### src/rtl/scaler9999_to_8.sv
// Sequential restoring-division scaler mapping a 0..IN_MAX decimal value to a 0..OUT_MAX code.
// Optional build macro REV_SCALER_FASTPATH_EN short-circuits the exact endpoints (0 and IN_MAX).
module scaler9999_to_8 #(
  parameter int unsigned IN_MAX  = 9999,
  parameter int unsigned OUT_MAX = 255
) (
  input  logic        clk,
  input  logic        reset,
  input  logic        start,
  input  logic [15:0] value,
  output logic        busy,
  output logic        done,
  output logic [7:0]  code8,
  output logic        clamped
);

  localparam int unsigned VAL_W = 16;
  localparam int unsigned NUM_W = $clog2(IN_MAX * OUT_MAX + IN_MAX / 2 + 1);
  localparam int unsigned REM_W = $clog2(IN_MAX) + 1;
  localparam int unsigned CNT_W = $clog2(NUM_W);

  typedef enum logic [1:0] {
    IDLE,
    LOAD,
    DIV,
    DONE
  } state_t;

  state_t             state;
  logic [VAL_W-1:0]   value_q;
  logic [NUM_W-1:0]   num_q;
  logic [REM_W-1:0]   rem_q;
  logic [7:0]         quo_q;
  logic [CNT_W-1:0]   cnt_q;
  logic               clamp_q;

  logic               clamp_c;
  logic [VAL_W-1:0]   v_c;
  logic [NUM_W-1:0]   num_c;
  logic [REM_W-1:0]   rem_shift_c;
  logic               rem_ge_c;
  logic [REM_W-1:0]   rem_next_c;
  logic               fast_c;
  logic [7:0]         fast_code_c;

  // Saturation, rounded numerator and one restoring-division step.
  always_comb begin
    clamp_c     = 1'b0;
    v_c         = '0;
    num_c       = '0;
    rem_shift_c = '0;
    rem_ge_c    = 1'b0;
    rem_next_c  = '0;
    fast_c      = 1'b0;
    fast_code_c = '0;

    clamp_c     = (value_q > VAL_W'(IN_MAX));
    v_c         = clamp_c ? VAL_W'(IN_MAX) : value_q;
    num_c       = NUM_W'(v_c) * NUM_W'(OUT_MAX) + NUM_W'(IN_MAX / 2);

    // Remainder stays below IN_MAX, so its top bit is always free for the shift.
    rem_shift_c = {rem_q[REM_W-2:0], num_q[NUM_W-1]};
    rem_ge_c    = (rem_shift_c >= REM_W'(IN_MAX));
    rem_next_c  = rem_ge_c ? (rem_shift_c - REM_W'(IN_MAX)) : rem_shift_c;

`ifdef REV_SCALER_FASTPATH_EN
    fast_c      = (v_c == '0) || (v_c == VAL_W'(IN_MAX));
    fast_code_c = (v_c == '0) ? 8'd0 : 8'(OUT_MAX);
`else
    fast_c      = 1'b0;
    fast_code_c = 8'd0;
`endif
  end

  // Control FSM with registered handshake and result outputs.
  always_ff @(posedge clk) begin
    if (reset) begin
      state   <= IDLE;
      value_q <= '0;
      num_q   <= '0;
      rem_q   <= '0;
      quo_q   <= '0;
      cnt_q   <= '0;
      clamp_q <= 1'b0;
      busy    <= 1'b0;
      done    <= 1'b0;
      code8   <= '0;
      clamped <= 1'b0;
    end else begin
      done <= 1'b0;
      case (state)
        IDLE: begin
          if (start) begin
            value_q <= value;
            busy    <= 1'b1;
            state   <= LOAD;
          end
        end

        LOAD: begin
          clamp_q <= clamp_c;
          num_q   <= num_c;
          rem_q   <= '0;
          cnt_q   <= CNT_W'(NUM_W - 1);
          if (fast_c) begin
            quo_q <= fast_code_c;
            state <= DONE;
          end else begin
            quo_q <= '0;
            state <= DIV;
          end
        end

        DIV: begin
          // Quotient never exceeds OUT_MAX, so bits shifted past bit 7 are zero.
          rem_q <= rem_next_c;
          quo_q <= {quo_q[6:0], rem_ge_c};
          num_q <= {num_q[NUM_W-2:0], 1'b0};
          if (cnt_q == '0) begin
            state <= DONE;
          end else begin
            cnt_q <= cnt_q - CNT_W'(1);
          end
        end

        DONE: begin
          code8   <= quo_q;
          clamped <= clamp_q;
          done    <= 1'b1;
          busy    <= 1'b0;
          state   <= IDLE;
        end

        default: begin
          state <= IDLE;
          busy  <= 1'b0;
        end
      endcase
    end
  end

endmodule

### config.mk
export PLATFORM = sky130hd
export DESIGN_NAME = scaler9999_to_8
export DESIGN_NICKNAME = d
export VERILOG_FILES = /design/src/rtl/scaler9999_to_8.sv
export SDC_FILE = /design/constraint.sdc
export NUM_CORES = 1
export LEC_CHECK = 0
export ABC_AREA = 1
export CELL_PAD_IN_SITES_DETAIL_PLACEMENT = 1
export CELL_PAD_IN_SITES_GLOBAL_PLACEMENT = 1
export CORE_MARGIN = 3
export CORE_UTILIZATION = 45
export CTS_CLUSTER_DIAMETER = 120
export DETAILED_ROUTE_END_ITERATION = 6
export PLACE_DENSITY = 0.86
export SETUP_SLACK_MARGIN = 0.02
export SLEW_MARGIN = 30
export SYNTH_ARGS = -nofsm -noshare
export SYNTH_HDL_FRONTEND = slang
export SYNTH_SLANG_ARGS = --single-unit
### constraint.sdc
create_clock -name clk -period 11.16 [get_ports clk]
set_input_delay 2.232 -clock clk [delete_from_list [all_inputs] [get_ports clk]]
set_output_delay 2.232 -clock clk [all_outputs]
set_load 0.05 [all_outputs]
==> metrics.md <==
| Metric | Value |
|---|---|
| Count leader, synth | inv_1 |
| First-pass GRT wire length | approximately 32 mm |
| GR Overflow Total | 0 |
| Total wire length | about 19 mm |
| Top cells by area, synth | dfxtp_1 24%, fa_1 19%, inv_1 11% |
| Worst Path Arrival | around 6.2 ns |
| Clock root buffer | clkbuf_16 |
| Reg-to-Reg End | num_q[19] |
| Slew HR | 0.400 |
| Die W | around 130 µm |
| Crit path kind | reg2reg |
| Yosys warns | 0 |
| CTS Buf Count | 9 |
| Die Y | approximately 130 µm |
| Reg clk slew, reported paths | around 0.060 ns |
| Vias in the first global route | 6,444 |
| CTS sink cnt | slightly below 80 |
| Worst setup EP type | register |
| Post-CTS Setup Inserts | 0 |
| IO Port Bufs | 29 |
| Synth cell count leaders | 205 x inv_1, 135 x nand2_1, 86 x a21oi_1, 82 x nor2_1, 79 x dfxtp_1 |
| Largest net degree at the start of global routing | 51 |
| Total vias in the final route | 5,864 |
| Final Wtd Congestion | 0.958 |
| Critical path data required time | 11.37 ns |
| Post-CTS Hold Fix Bufs | 0 |
| Hold path cells | 2 |
| End-of-flow core utilization | 0.528 |
| Worst reg-to-reg path cell count | 25 |
| Synth top area share | 0.236 |
| RSZ-0062 raised after global routing | no |
| CTS tree | built |
| Initial DRC Count | roughly 310 |
| Ports | 30 |
| Core area | ~14,000 µm² |
| Total track usage | 0.241 |
| Min cycle time layout | between 5 and 6 ns |
| Final setup vio count | 0 |
| Avg Cell Area, Syn | roughly 7.4 µm² |
| Max cap viols | 0 |
| Status | completed |
| Yosys cell types | 39 |
| Post-route ant nets | 0 |
| CTS resizes | 0 |
| Worst R2R Setup Slack | around 5.2 ns |
| Hold Crit Start | rem_q[9] |
| Die area | ~16,000 µm² |
| Share of layout cells above drive strength 1 | 0.0396 |
| Seq cells post-synth | between 70 and 80 |
| Worst-case clock buffer depth | 2 |
| Final HPWL DP | around 15 mm |
| Met3 WL | roughly 510 µm |
| Ant diodes | 0 |
| Initial Util | 0.472 |
| Metal-1 WL | 8.36 mm |
| First-pass detailed-route iteration total | 4 |
| Clk_lat worst skew | about 0.34 ns |
| Fmax | between 0.15 and 0.2 GHz |
| Mapped cell area | 6710 µm² |
| Initial antenna violation count | 0 |
| DR top layer | met4 |
| Largest area contributor in the netlist | dfxtp_1 |
| Final Hold Vio Count | 0 |
| Largest fanout on the critical path | 11 |
| EDFF count, synth | 0 |
| Routed vias/inst | around 5.3 |
| Skew final | roughly 0.011 ns |
| Synthesis-to-finish area growth | 11.7% |
| Mapped Cells | between 900 and 1k |
| Min Hold Slack | roughly 0.47 ns |
| RR Startpoint | value_q[15] |
| Ys async rst share | 0 |
| Register area share after synthesis | 0.236 |
| Residual DRC count | 0 |
| Fin crit share | 0.534 |
| Worst hold endpoint | rem_q[9] |
| Min-delay worst type | reg2reg |
| Post-route setup TNS | 0 ns |
| Met2 wire length | 9.39 mm |
| H-tree lvl count | 3 |
| CP startpoint kind | register |
| Post-synth top flop | dfxtp_1 |
| # nets final | 1,070 |
| Least-Margin Pin Slew | roughly 0.90 ns |
| Row count | between 40 and 50 |
| Slew Limit Fails | 0 |
| Wirelength per Cell | roughly 17 µm |
==> cells by family (layout without fill, tap and decap cells) <==
logic type	count (synthesis)	after routing	share of synthesized area
and+or+nand+nor	269	269	0.167
buffers and inverters	233	257	0.131
AOI/OAI and AO/OA	184	184	0.149
other	2	10	0.00112
adders and majority gates	121	121	0.296
DFF	79	79	0.236
xor gates and xnor gates	15	15	0.0196
==> cell usage in the layout (no fill, tap or decap), types with 3 or more instances in the layout <==
cell type / instances
inv_1: 205
nand2_1: 135
a21oi_1: 86
nor2_1: 82
dfxtp_1: 79
o21ai_0: 63
fa_1: 63
ha_1: 58
clkdlybuf4s50_1: 28
nand3_1: 24
a31oi_1: 10
conb_1: 10
clkbuf_16: 9
xor2_1: 8
xnor2_1: 7
o22ai_1: 7
nand4_1: 5
nor3_1: 5
or2_2: 4
nor4_1: 4
inv_2: 3
nand3b_1: 3
o21bai_1: 3
buf_4: 3
==> layer usage <==
metal | vias to the layer above | GRT usage
met1 | 2886 | 0.310
li1 | 2850 | -
met5 | - | 0
met4 | 0 | 0.0612
met3 | 20 | 0.0325
met2 | 108 | 0.429
==> worst max path at each step <==
| stage | start | end | slack [ns] | cells past startpoint |
|---|---|---|---|---|
| floorplan | value_q[15] | num_q[19] | 5.93 | 26 |
| global placement | value_q[15] | num_q[19] | 5.53 | 25 |
| detailed placement | value_q[15] | num_q[19] | 5.19 | 25 |
| CTS | value_q[15] | num_q[19] | 5.16 | 25 |
| global route | value_q[15] | num_q[19] | 4.60 | 25 |
| finish | value_q[15] | num_q[19] | 5.20 | 25 |
==> sequential cells by signal (all words and copies together) (netlist names) <==
name	flops
state	2
cnt_q	5
clamp_q	1
clamped	1
num_q	22
code8	8
busy	1
quo_q	8
value_q	16
rem_q	14
done	1
==> per-stage QoR <==
| step | instances | worst slack, ns | area (µm²) |
|---|---|---|---|
| after floorplan | 911 | 5.93 | 6740 |
| after global placement | 1099 | 5.53 | 7170 |
| after detailed placement | 1099 | 5.19 | 7170 |
| after CTS | 1115 | 5.16 | 7490 |
| after global routing | 1115 | 4.60 | 7500 |
| final | 1115 | 5.20 | 7500 |
==> critical path, stage by stage (launching register included) <==
cell     delay (ns)
dfxtp_1        0.32
nor2_1         0.14
nand2_1        0.23
nand2_2        0.18
nand2_1        0.23
nor2_1         0.46
inv_1          0.16
ha_1           0.31
inv_1          0.15
xor2_1         0.27
inv_1          0.10
fa_1           0.51
inv_1          0.05
fa_1           0.53
inv_1          0.06
fa_1           0.54
inv_1          0.04
ha_1           0.34
nand2_1        0.12
nor2_1         0.17
nand4_1        0.09
o21ai_0        0.36
a21oi_1        0.13
xor2_1         0.16
a21oi_1        0.14
nor2_1         0.05
==> cell type report <==
class                      count  area (µm²)
clock inverter                 6        93.8
sequential                    79        1580
tap                          180         225
timing repair buffer          31         303
multi-input combinational    599        4280
inverter                     210         788
clock buffer                  10         229
fill                        1839        6710
Power is not shown: default switching activity piles up to over one toggle a cycle in this logic, so the estimate is an artifact.
